===== src/rtl/wavetable_loader_pkg.sv =====
// wavetable_loader_pkg: shared defaults, FSM state encoding and bank type for the wavetable loader.
// Contents:
//   DATAWIDTH_DEF / ADDRWIDTH_DEF  default sample width and table address width
//   SUMWIDTH                       width of the optional table checksum
//   state_t                        loader FSM encoding (IDLE, LOAD, CHECK, COMMIT)
//   bank_t                         2-bit wavetable bank number
package wavetable_loader_pkg;
    localparam int DATAWIDTH_DEF = 16;
    localparam int ADDRWIDTH_DEF = 8;
    localparam int SUMWIDTH = 16;
    typedef enum logic [1:0] {
        IDLE   = 2'd0,
        LOAD   = 2'd1,
        CHECK  = 2'd2,
        COMMIT = 2'd3
    } state_t;
    typedef logic [1:0] bank_t;
endpackage


===== src/rtl/wavetable_loader_if.sv =====
// wavetable_loader_if: upstream sample stream into the wavetable loader.
// Signals:
//   s_valid  upstream sample valid
//   s_ready  loader can take the beat (beat moves when s_valid & s_ready at a rising edge)
//   s_data   sample, or checksum word in the CHECK phase
//   s_first  beat is sample 0 of a new table
//   s_bank   target bank, only meaningful on s_first beats
// Modports: master = sample source, slave = loader.
interface wavetable_loader_if import wavetable_loader_pkg::*; #(
    parameter int DATAWIDTH = DATAWIDTH_DEF
);
    logic                 s_valid;
    logic                 s_ready;
    logic [DATAWIDTH-1:0] s_data;
    logic                 s_first;
    bank_t                s_bank;
    modport master (output s_valid, s_data, s_first, s_bank, input s_ready);
    modport slave  (input s_valid, s_data, s_first, s_bank, output s_ready);
endinterface


===== src/rtl/wavetable_loader_checksum.sv =====
// wt_checksum: modulo 2^SUMWIDTH accumulator for the table checksum.
// Ports:
//   clk, rst_n  clock, asynchronous active-low reset
//   clr         restart the sum (combined with add, the sum restarts at din)
//   add         add din into the sum
//   din         value to accumulate
//   sum         running sum
module wt_checksum import wavetable_loader_pkg::*; (
    input  logic                clk,
    input  logic                rst_n,
    input  logic                clr,
    input  logic                add,
    input  logic [SUMWIDTH-1:0] din,
    output logic [SUMWIDTH-1:0] sum
);
    always_ff @(posedge clk or negedge rst_n) begin
        if (!rst_n)
            sum <= '0;
        else if (clr || add)
            sum <= (clr ? '0 : sum) + (add ? din : '0);
    end
endmodule


===== src/rtl/wavetable_loader.sv =====
// wavetable_loader: streams one wavetable into a RAM bank and switches the active bank on commit.
// Ports:
//   clk, rst_n       clock, asynchronous active-low reset
//   src              sample stream (wavetable_loader_if.slave)
//   WADDR/wbank      RAM write address and bank
//   WDATA/WE         RAM write data and strobe, one cycle per accepted sample
//   active_bank      bank the wavetable reader uses
//   busy             high in LOAD, CHECK, COMMIT
//   done / err       one-cycle pulses on commit / on a rejected or aborted table
// Build option: WAVETABLE_LOADER_CHECKSUM_EN adds a CHECK phase that compares one trailing
// checksum beat against the 16-bit sum of the table samples before committing.
module wavetable_loader import wavetable_loader_pkg::*; #(
    parameter int DATAWIDTH = DATAWIDTH_DEF,
    parameter int ADDRWIDTH = ADDRWIDTH_DEF
) (
    input  logic                 clk,
    input  logic                 rst_n,
    wavetable_loader_if.slave    src,
    output logic [ADDRWIDTH-1:0] WADDR,
    output bank_t                wbank,
    output logic [DATAWIDTH-1:0] WDATA,
    output logic                 WE,
    output bank_t                active_bank,
    output logic                 busy,
    output logic                 done,
    output logic                 err
);
`ifdef WAVETABLE_LOADER_CHECKSUM_EN
    localparam state_t AFTER_LAST = CHECK;
`else
    localparam state_t AFTER_LAST = COMMIT;
`endif
    state_t               state, nxt;
    logic                 ready, accept, start, open_ok, seq, last, chk, match, fail;
    logic [ADDRWIDTH-1:0] waddr_inc;
    assign src.s_ready = ready;
`ifdef WAVETABLE_LOADER_CHECKSUM_EN
    logic [SUMWIDTH-1:0] sum;
    wt_checksum u_sum (
        .clk   (clk),
        .rst_n (rst_n),
        .clr   (start),
        .add   (open_ok || seq),
        .din   (SUMWIDTH'(src.s_data)),
        .sum   (sum)
    );
    assign match = sum == SUMWIDTH'(src.s_data);
`else
    assign match = 1'b0;
`endif
    always_comb begin
        accept    = src.s_valid && ready;
        // s_first restarts a table from any state that can accept (IDLE, LOAD, CHECK)
        start     = accept && src.s_first;
        open_ok   = start && src.s_bank != active_bank;
        seq       = accept && !src.s_first && state == LOAD;
        waddr_inc = WADDR + 1'b1;
        last      = seq && &waddr_inc;
        chk       = accept && !src.s_first && state == CHECK;
        nxt       = start ? (open_ok ? LOAD : IDLE)
                  : seq ? (last ? AFTER_LAST : LOAD)
                  : chk ? (match ? COMMIT : IDLE)
                  : state == COMMIT ? IDLE : state;
        // a restart outside IDLE aborts the table in flight; writing the live bank is refused
        fail      = (start && (!open_ok || state != IDLE)) || (chk && !match);
    end
    always_ff @(posedge clk or negedge rst_n) begin
        if (!rst_n) begin
            state       <= IDLE;
            ready       <= 1'b0;
            busy        <= 1'b0;
            done        <= 1'b0;
            err         <= 1'b0;
            WE          <= 1'b0;
            WADDR       <= '0;
            wbank       <= '0;
            WDATA       <= '0;
            active_bank <= '0;
        end else begin
            state <= nxt;
            ready <= nxt != COMMIT;
            busy  <= nxt != IDLE;
            done  <= state == COMMIT;
            err   <= fail;
            WE    <= open_ok || seq;
            if (open_ok || seq) begin
                WADDR <= open_ok ? '0 : waddr_inc;
                WDATA <= src.s_data;
            end
            if (open_ok)
                wbank <= src.s_bank;
            if (state == COMMIT)
                active_bank <= wbank;
        end
    end
endmodule


===== src/flat_wrapper.sv =====
// flat-port wrapper written by rule: the top's interface ports become plain ports
module wavetable_loader_flat import wavetable_loader_pkg::*;
#(
    parameter int DATAWIDTH = DATAWIDTH_DEF,
    parameter int ADDRWIDTH = ADDRWIDTH_DEF
)
  (clk, rst_n, WADDR, wbank, WDATA, WE, active_bank, busy, done, err, src_s_valid, src_s_data, src_s_first, src_s_bank, src_s_ready);
  wavetable_loader_if #(.DATAWIDTH(DATAWIDTH)) src_i ();
  input  logic clk;
  input  logic rst_n;
  output logic [ADDRWIDTH-1:0] WADDR;
  output bank_t wbank;
  output logic [DATAWIDTH-1:0] WDATA;
  output logic WE;
  output bank_t active_bank;
  output logic busy;
  output logic done;
  output logic err;
  input wire logic [$bits(src_i.s_valid)-1:0] src_s_valid;
  input wire logic [$bits(src_i.s_data)-1:0] src_s_data;
  input wire logic [$bits(src_i.s_first)-1:0] src_s_first;
  input wire logic [$bits(src_i.s_bank)-1:0] src_s_bank;
  output wire logic [$bits(src_i.s_ready)-1:0] src_s_ready;
  assign src_i.s_valid = src_s_valid;
  assign src_i.s_data = src_s_data;
  assign src_i.s_first = src_s_first;
  assign src_i.s_bank = src_s_bank;
  assign src_s_ready = src_i.s_ready;
  wavetable_loader #(.DATAWIDTH(DATAWIDTH), .ADDRWIDTH(ADDRWIDTH)) u_core (.clk(clk), .rst_n(rst_n), .src(src_i), .WADDR(WADDR), .wbank(wbank), .WDATA(WDATA), .WE(WE), .active_bank(active_bank), .busy(busy), .done(done), .err(err));
endmodule

===== config.mk =====
export PLATFORM = sky130hd
export DESIGN_NAME = wavetable_loader_flat
export DESIGN_NICKNAME = d
export VERILOG_FILES = /design/src/rtl/wavetable_loader_pkg.sv /design/src/rtl/wavetable_loader_if.sv /design/src/rtl/wavetable_loader_checksum.sv /design/src/rtl/wavetable_loader.sv /design/src/flat_wrapper.sv
export SDC_FILE = /design/constraint.sdc
export NUM_CORES = 1
export LEC_CHECK = 0
export CORE_UTILIZATION = 45
export CTS_CLUSTER_DIAMETER = 30
export DETAILED_ROUTE_END_ITERATION = 16
export PLACE_DENSITY_LB_ADDON = 0.2
export SYNTH_ARGS = -nofsm -noshare
export SYNTH_HDL_FRONTEND = slang
export SYNTH_SLANG_ARGS = --single-unit

===== constraint.sdc =====
create_clock -name clk -period 3.95 [get_ports clk]
set_input_delay 1.185 -clock clk [delete_from_list [all_inputs] [get_ports clk]]
set_output_delay 1.185 -clock clk [all_outputs]
set_load 0.1 [all_outputs]

==> results of run 1 <==
## how the worst min path moves through the flow
stage / start / end / cells after the start
after global placement: u_core.WDATA[6] / u_core.WDATA[6] / 1
after CTS: u_core.WDATA[11] / u_core.WDATA[11] / 1
after global routing: u_core.WDATA[11] / u_core.WDATA[11] / 1
final: u_core.WDATA[11] / u_core.WDATA[11] / 1
after detailed placement: u_core.WDATA[11] / u_core.WDATA[11] / 1
after floorplan: u_core.state[1] / u_core.done / 2
## synthesized netlist by cell type (2+ instances only)
| cell type | number | area (µm²) |
|---|---|---|
| dfrtp_1 | 35 | 875.8 |
| mux2_4 | 13 | 195.2 |
| mux2_2 | 8 | 90.09 |
| nand3_1 | 6 | 30.03 |
| xor2_1 | 5 | 43.79 |
| inv_1 | 4 | 15.01 |
| nand2_1 | 4 | 15.01 |
| nand4_1 | 4 | 25.02 |
| nor2_1 | 4 | 15.01 |
| a21o_1 | 3 | 22.52 |
| xnor2_1 | 3 | 26.28 |
| a22o_1 | 2 | 17.52 |
| and3_1 | 2 | 12.51 |
| ha_1 | 2 | 25.02 |
| nor4_1 | 2 | 12.51 |
| o21ai_0 | 2 | 10.01 |
| o2bb2ai_1 | 2 | 17.52 |
## logic make-up (layout without fill, tap and decap cells)
group,after synthesis,in the layout
flip-flops,35,35
AND/OR/NAND/NOR,27,27
multiplexers,22,22
AO/OA/AOI/OAI,16,16
XOR/XNOR,8,8
buffers and inverters,7,68
adder cells (fa/ha/maj),2,2
## flip-flops by register name, summed over array words and instances, names as in the netlist
register and cells:
u_core.WADDR 8, u_core.WDATA 16, u_core.WE 1, u_core.active_bank 2, u_core.busy 1, u_core.done 1
u_core.err 1, u_core.src.s_ready 1, u_core.state 2, u_core.wbank 2
## worst register-to-register path, stage by stage, from the launching register on
cell and delay (ns):
dfrtp_1 0.42, xor2_1 0.20, o21a_4 0.27, nor2_4 0.44, buf_4 0.29, mux2_4 0.31
## stage by stage
stage | hold slack (ns) | power [mW] | util | instances | cell area [µm²]
final | 0.5196 | 1.321 | 0.6726 | 224 | 2262
after global routing | 0.5355 | 1.370 | 0.6726 | 224 | 2262
after CTS | 0.5221 | 1.332 | 0.6726 | 224 | 2262
after detailed placement | 0.4973 | 1.012 | 0.6425 | 216 | 2161
after global placement | 0.4933 | 1.003 | 0.6425 | 216 | 2161
after floorplan | 0.5290 | 0.8700 | - | 117 | 1602
## report_power, final
group          internal (mW)  leakage, nW  switching, mW
clock                  0.198       0.0525          0.121
sequential             0.404        0.435         0.0363
combinational          0.155        0.546          0.406
total                  0.757         1.03          0.564
## layout make-up
cell class | instances | area [µm²]
Timing Repair Buffer | 56 | 533.0
Sequential cell | 35 | 875.8
Multi-Input combinational cell | 75 | 679.4
Tap cell | 46 | 57.56
Clock inverter | 2 | 60.06
Inverter | 4 | 15.01
Clock buffer | 6 | 41.29
Fill cell | 291 | 1101
## cells in the final DEF, fill, tap and decap left out, drive strengths merged, types with 3 or more instances in the layout
cell / instances
nand2: 4
nor2: 5
buf: 11
nand4: 4
nand3: 7
clkbuf: 6
a21o: 3
xnor2: 3
mux2: 21
dfrtp: 35
xor2: 5
clkdlybuf4s50: 45
inv: 4
## routing by layer
layer	part of all wire	vias to the layer above	global-route usage
li1	-	545	-
met5	0	-	0
met4	0.020	0	0.08889
met3	0.068	10	0.06303
met1	0.40	562	0.2352
met2	0.51	49	0.3041
==> results.md, run 1 <==
- Status: completed
- DIE WIDTH: about 62 µm
- Vias: between 1,000 and 1,500
- Final setup vio count: 0
- Crit path kind: flip-flop to output port
- Vias in the first global route: 1,100
- Critical path launch point: u_core.active_bank[0]
- Cell count after synthesis: ~120
- Top delay family on crit path: buffers and inverters
- Post-synthesis xor/xnor area fraction: 0.04375
- IO Count: 55
- Skew-Pair Late Insertion Delay: about 0.34 ns
- Share of post-route cells with drive strength above 1: 0.2584
- Antenna violations before repair: 0
- Adder-cell share of the synthesized area: 0.01563
- CORE AREA: between 3000 and 4000 µm²
- Crit-path cells: clkdlybuf4s50_1
- Min Tclk post-route: slightly above 3 ns
- Final Hold Viols: 0
- Total Wirelength: ~3500 µm
- Top FF cell, synth: dfrtp_1
- Number of flops mapped to enable cells by yosys: 0
- Setup crit end kind: output port
- Die area: approximately 3800 µm²
- R2R depth: 5
- Sequential fraction of the synthesis area: 0.5469
- Post-CTS Hold Buffers: 0
- # DRC: 0
- Initial DRC Count: 57
- Worst Setup Slack, final: slightly below 0.9 ns
- Slew headroom: 0.3380
- Syn_nets: roughly 140
- Crit path capture: active_bank[0]
- Leakage power: roughly 1.0 nW
- Crit path DAT: approximately 1.9 ns
- Final period util: 0.7779
- Worst R2R Start: u_core.active_bank[1]
- Maximum buffer depth of the clock tree: 2
- Antenna Nets Post-Route: 0
- First-pass GRT wire length: between 5000 and 6000 µm
- Htree depth: 2
- Startpoint types: flip-flop
- Row cnt: 21
- Final Skew: 0.008835 ns
- CTS root buf: clkbuf_4
- CTS tree: done
- Synthesized area: about 1600 µm²
- Post-CTS resize count: 0
- Seq cells post-synth: 35
- Mean Syn Cell Area: approximately 14 µm²
- Power Dens Cells: between 500 and 600 nW/µm²
- Area Overhead vs Synth: 41.25%
- CTS buffer count: 5
- Compound-Gate Fraction of Synth Area: 0.08047
- Setup slack, reg-to-reg: approximately 1.9 ns
- Tot GR Track Use: 0.1910
- Ys async rst share: 1.000
- Wire per inst: 15.46 µm
- Worst Hold Class: flip-flop to flip-flop
- Synth warn: 0
- Unrepaired setup endpoints after global routing: false
- Worst-path clk slew: around 0.11 ns
- Main combinational cell family by area after synthesis: multiplexers
- First-pass iteration count of the detailed router: 4
- Worst path max stage delay: 1.15 ns
- Max VDD drop: 0.3684 mV
- DP Worst Slack: 0.6963 ns
- # port buffers: 54
- Grt ovf: 0
- Via density: roughly 5.2
- Clock sink count: 35
- Peak fanout along the critical path: 3
- Simple-gate portion of the synthesized area: 0.1000
- Fmax: 325.5 MHz
- Crit path depth: 1
- MaxCap Viol Count: 0
- WP buf/inv: 1
- Post-CTS Setup Repair Bufs: 0
- Hpwl dp: about 2500 µm
- Final Slew Violations: 0
- Post-synthesis mux area share: 0.1844
- Initial Utilization: 0.4762
- Worst-Margin Slew: slightly below 1 ns
- Placer Congestion: a little over 0.8
- Slowest cell on the critical path: clkdlybuf4s50_1
- Final setup TNS: 0 ns
- Unique masters post-synth: 33
- Ant. Diodes: 0
- Worst EP required: roughly 2.8 ns
- R2r endpoint: u_core.WDATA[10]
- Nets: about 200
- Die height: about 62 µm
- Largest net degree at the start of global routing: 36
Note: power is estimated with default switching activity, not from simulation.
==> inputs of run 2 (changes only) <==
==> constraint.sdc (replaced) <==
create_clock -name clk -period 3.1 [get_ports clk]
set_input_delay 0.93 -clock clk [delete_from_list [all_inputs] [get_ports clk]]
set_output_delay 0.93 -clock clk [all_outputs]
set_load 0.1 [all_outputs]
==> run 2 against run 1 <==
  * Power is 14% higher
  * Via count is 0.94% lower
  * Clock power is 24% lower
  * Final cell count is 0.45% higher
  * Combinational power is 23% higher
  * Die area stayed put
  * Sequential power is 28% higher
  * Critical path depth is 5 higher
  * Routed wire length is 6.0% lower
  * Count of clock-buffer cells in the layout stayed put
  * Sequential share of layout area is 1.8 points higher
==> results.md, run 2 (synthesis results as in run 1) <==
- Status: completed
- Total Wirelength: 3255 µm
- Power share of the sequential group: 0.375
- Initial DRC Count: 39
- DIE WIDTH: 61.66 µm
- Clock sink count: 35
- Area Overhead vs Synth: 35.00%
- Crit path DAT: 2.54 ns
- Final Util: 0.6429
- MaxCap Viol Count: 0
- CTS root buf: clkbuf_4
- IO Count: 55
- Commonest non-fill, non-tap cell in the layout: buf_4
- Largest net degree at the start of global routing: 36
- Skew-Pair Late Insertion Delay: approximately 0.34 ns
- Die area: around 3800 µm²
- Largest registers: u_core.WDATA (16), u_core.WADDR (8)
- Grt ovf: 0
- Htree depth: 2
- Post-CTS resize count: 0
- CTS buffer count: 5
- Leakage power: 1.041 nW
- First-pass iteration count of the detailed router: 4
- Post-CTS Setup Repair Bufs: 0
- PnR Total Power: between 1 and 1.5 mW
- Die height: slightly above 60 µm
- Ant. Diodes: 0
- Fill count: 300
- Final Skew: between 0.01 and 0.015 ns
- Min Tclk post-route: 2.302 ns
- Slew headroom: 0.7116
- Final period util: 0.7425
- Unrepaired setup endpoints after global routing: false
- Worst EP required: approximately 3.3 ns
- # port buffers: 54
- CORE AREA: roughly 3400 µm²
- DP Area: 2108 µm²
- Fmax: approximately 430 MHz
- Initial Utilization: 0.4762
- Crit-path cells: clkdlybuf4s50_1 -> xor2_1 -> o21a_4 -> nor2_4 -> buf_4 -> mux2_2
- Design Area, Final: around 2200 µm²
- Post-CTS Hold Buffers: 0
- Startpoint types: primary input
- Worst path max stage delay: ~0.43 ns
- Final setup TNS: 0 ns
- Most frequent cells in the layout: buf_4 (36), dfrtp_1 (35), clkdlybuf4s50_1 (21)
- Antenna Nets Post-Route: 0
- Peak fanout along the critical path: 14
- Top delay family on crit path: buffers and inverters
- Max VDD drop: 0.5190 mV
- # DRC: 0
- Int Pwr: about 0.78 mW
- Final Hold Viols: 0
- Comb pwr share: 0.463
- Share of post-route cells with drive strength above 1: 0.3966
- Power Dens Cells: ~700 nW/µm²
- Worst Hold Class: flip-flop to flip-flop
- Tot GR Track Use: 0.1860
- Final setup vio count: 0
- Setup crit end kind: flip-flop
- Clock share of power: 0.162
- Placer Congestion: 0.8385
- Worst-path clk slew: about 0.11 ns
- Via density: around 5.1
- Vias: between 1,000 and 1,500
- First-pass GRT wire length: between 4000 and 5000 µm
- WP buf/inv: 2
- Hpwl dp: around 2400 µm
- Worst-Margin Slew: approximately 0.43 ns
- Vias in the first global route: between 1,000 and 1,500
- Slowest cell on the critical path: clkdlybuf4s50_1
- Sw power: around 0.7 mW
- Antenna violations before repair: 0
- Maximum buffer depth of the clock tree: 2
- Sw Share: 0.4778
- Crit path kind: primary input to flip-flop
- Nets: 202
- Row cnt: 21
- Wire per inst: between 10 and 15 µm
- Final Slew Violations: 0
- CTS tree: done
- Biggest register: u_core.WDATA
- Max reg flops: 16
-- run 2: cell types whose count changed in the layout (fill, tap and decap cells not counted) --
| cell | delta |
|---|---|
| buf_4 | +25 |
| bufinv_16 | -2 |
| clkdlybuf4s50_1 | -24 |
| clkinv_2 | +1 |
| clkinvlp_4 | +1 |
-- run 2: final timing paths --
check	from	endpoint	slack (ns)	cells past startpoint
min in group asynchronous	rst_n	u_core.WDATA[12]	0.99	2
worst max register to register	u_core.active_bank[1]	u_core.WDATA[11]	1.39	5
worst max-delay path	src_s_bank[1]	u_core.WDATA[11]	0.80	6
max in group asynchronous	rst_n	u_core.WADDR[4]	1.80	2
worst min-delay path	u_core.WDATA[15]	u_core.WDATA[15]	0.53	1
worst min register to register	u_core.WDATA[15]	u_core.WDATA[15]	0.53	1
-- run 2: area by class of cell --
type | instances | area (µm²) | share of cell area
tap | 46 | 57.56 | 0.02662
clock buffer | 6 | 41.29 | 0.01910
timing repair buffer | 57 | 480.5 | 0.2222
multi-input combinational | 75 | 679.4 | 0.3142
inverter | 4 | 15.01 | 0.006944
sequential | 35 | 875.8 | 0.4051
clock inverter | 2 | 12.51 | 0.005787
-- run 2: metrics by stage --
step	hold WS [ns]	setup slack (ns)	std cells
finish	0.5263	0.7982	225
global route	0.5443	0.7594	225
CTS	0.5286	0.7975	225
detailed placement	0.4988	0.4262	217
global placement	0.4950	0.4695	217
floorplan	0.5290	0.9284	117
-- run 2: power groups by stage --
stage	clock network [mW]	registers [mW]	logic, mW
2_1_floorplan	0	0.988	0.121
3_3_place_gp	0	0.567	0.694
3_5_place_dp	0	0.572	0.697
4_1_cts	0.253	0.563	0.699
5_1_grt	0.272	0.571	0.718
6_report	0.243	0.563	0.694
-- run 2: worst reg2reg max path, cell delays in order, from the launching register on --
cell     delay [ns]
dfrtp_1        0.42
xor2_1         0.20
o21a_4         0.27
nor2_4         0.12
buf_4          0.25
mux2_2         0.36
-- run 2: layer usage --
| layer | GRT usage | up-vias | share of wire |
|---|---|---|---|
| met5 | 0 | - | 0 |
| met4 | 0.08571 | 0 | 0.015 |
| met3 | 0.05882 | 5 | 0.057 |
| met2 | 0.3057 | 45 | 0.50 |
| met1 | 0.2225 | 562 | 0.43 |
| li1 | - | 543 | - |
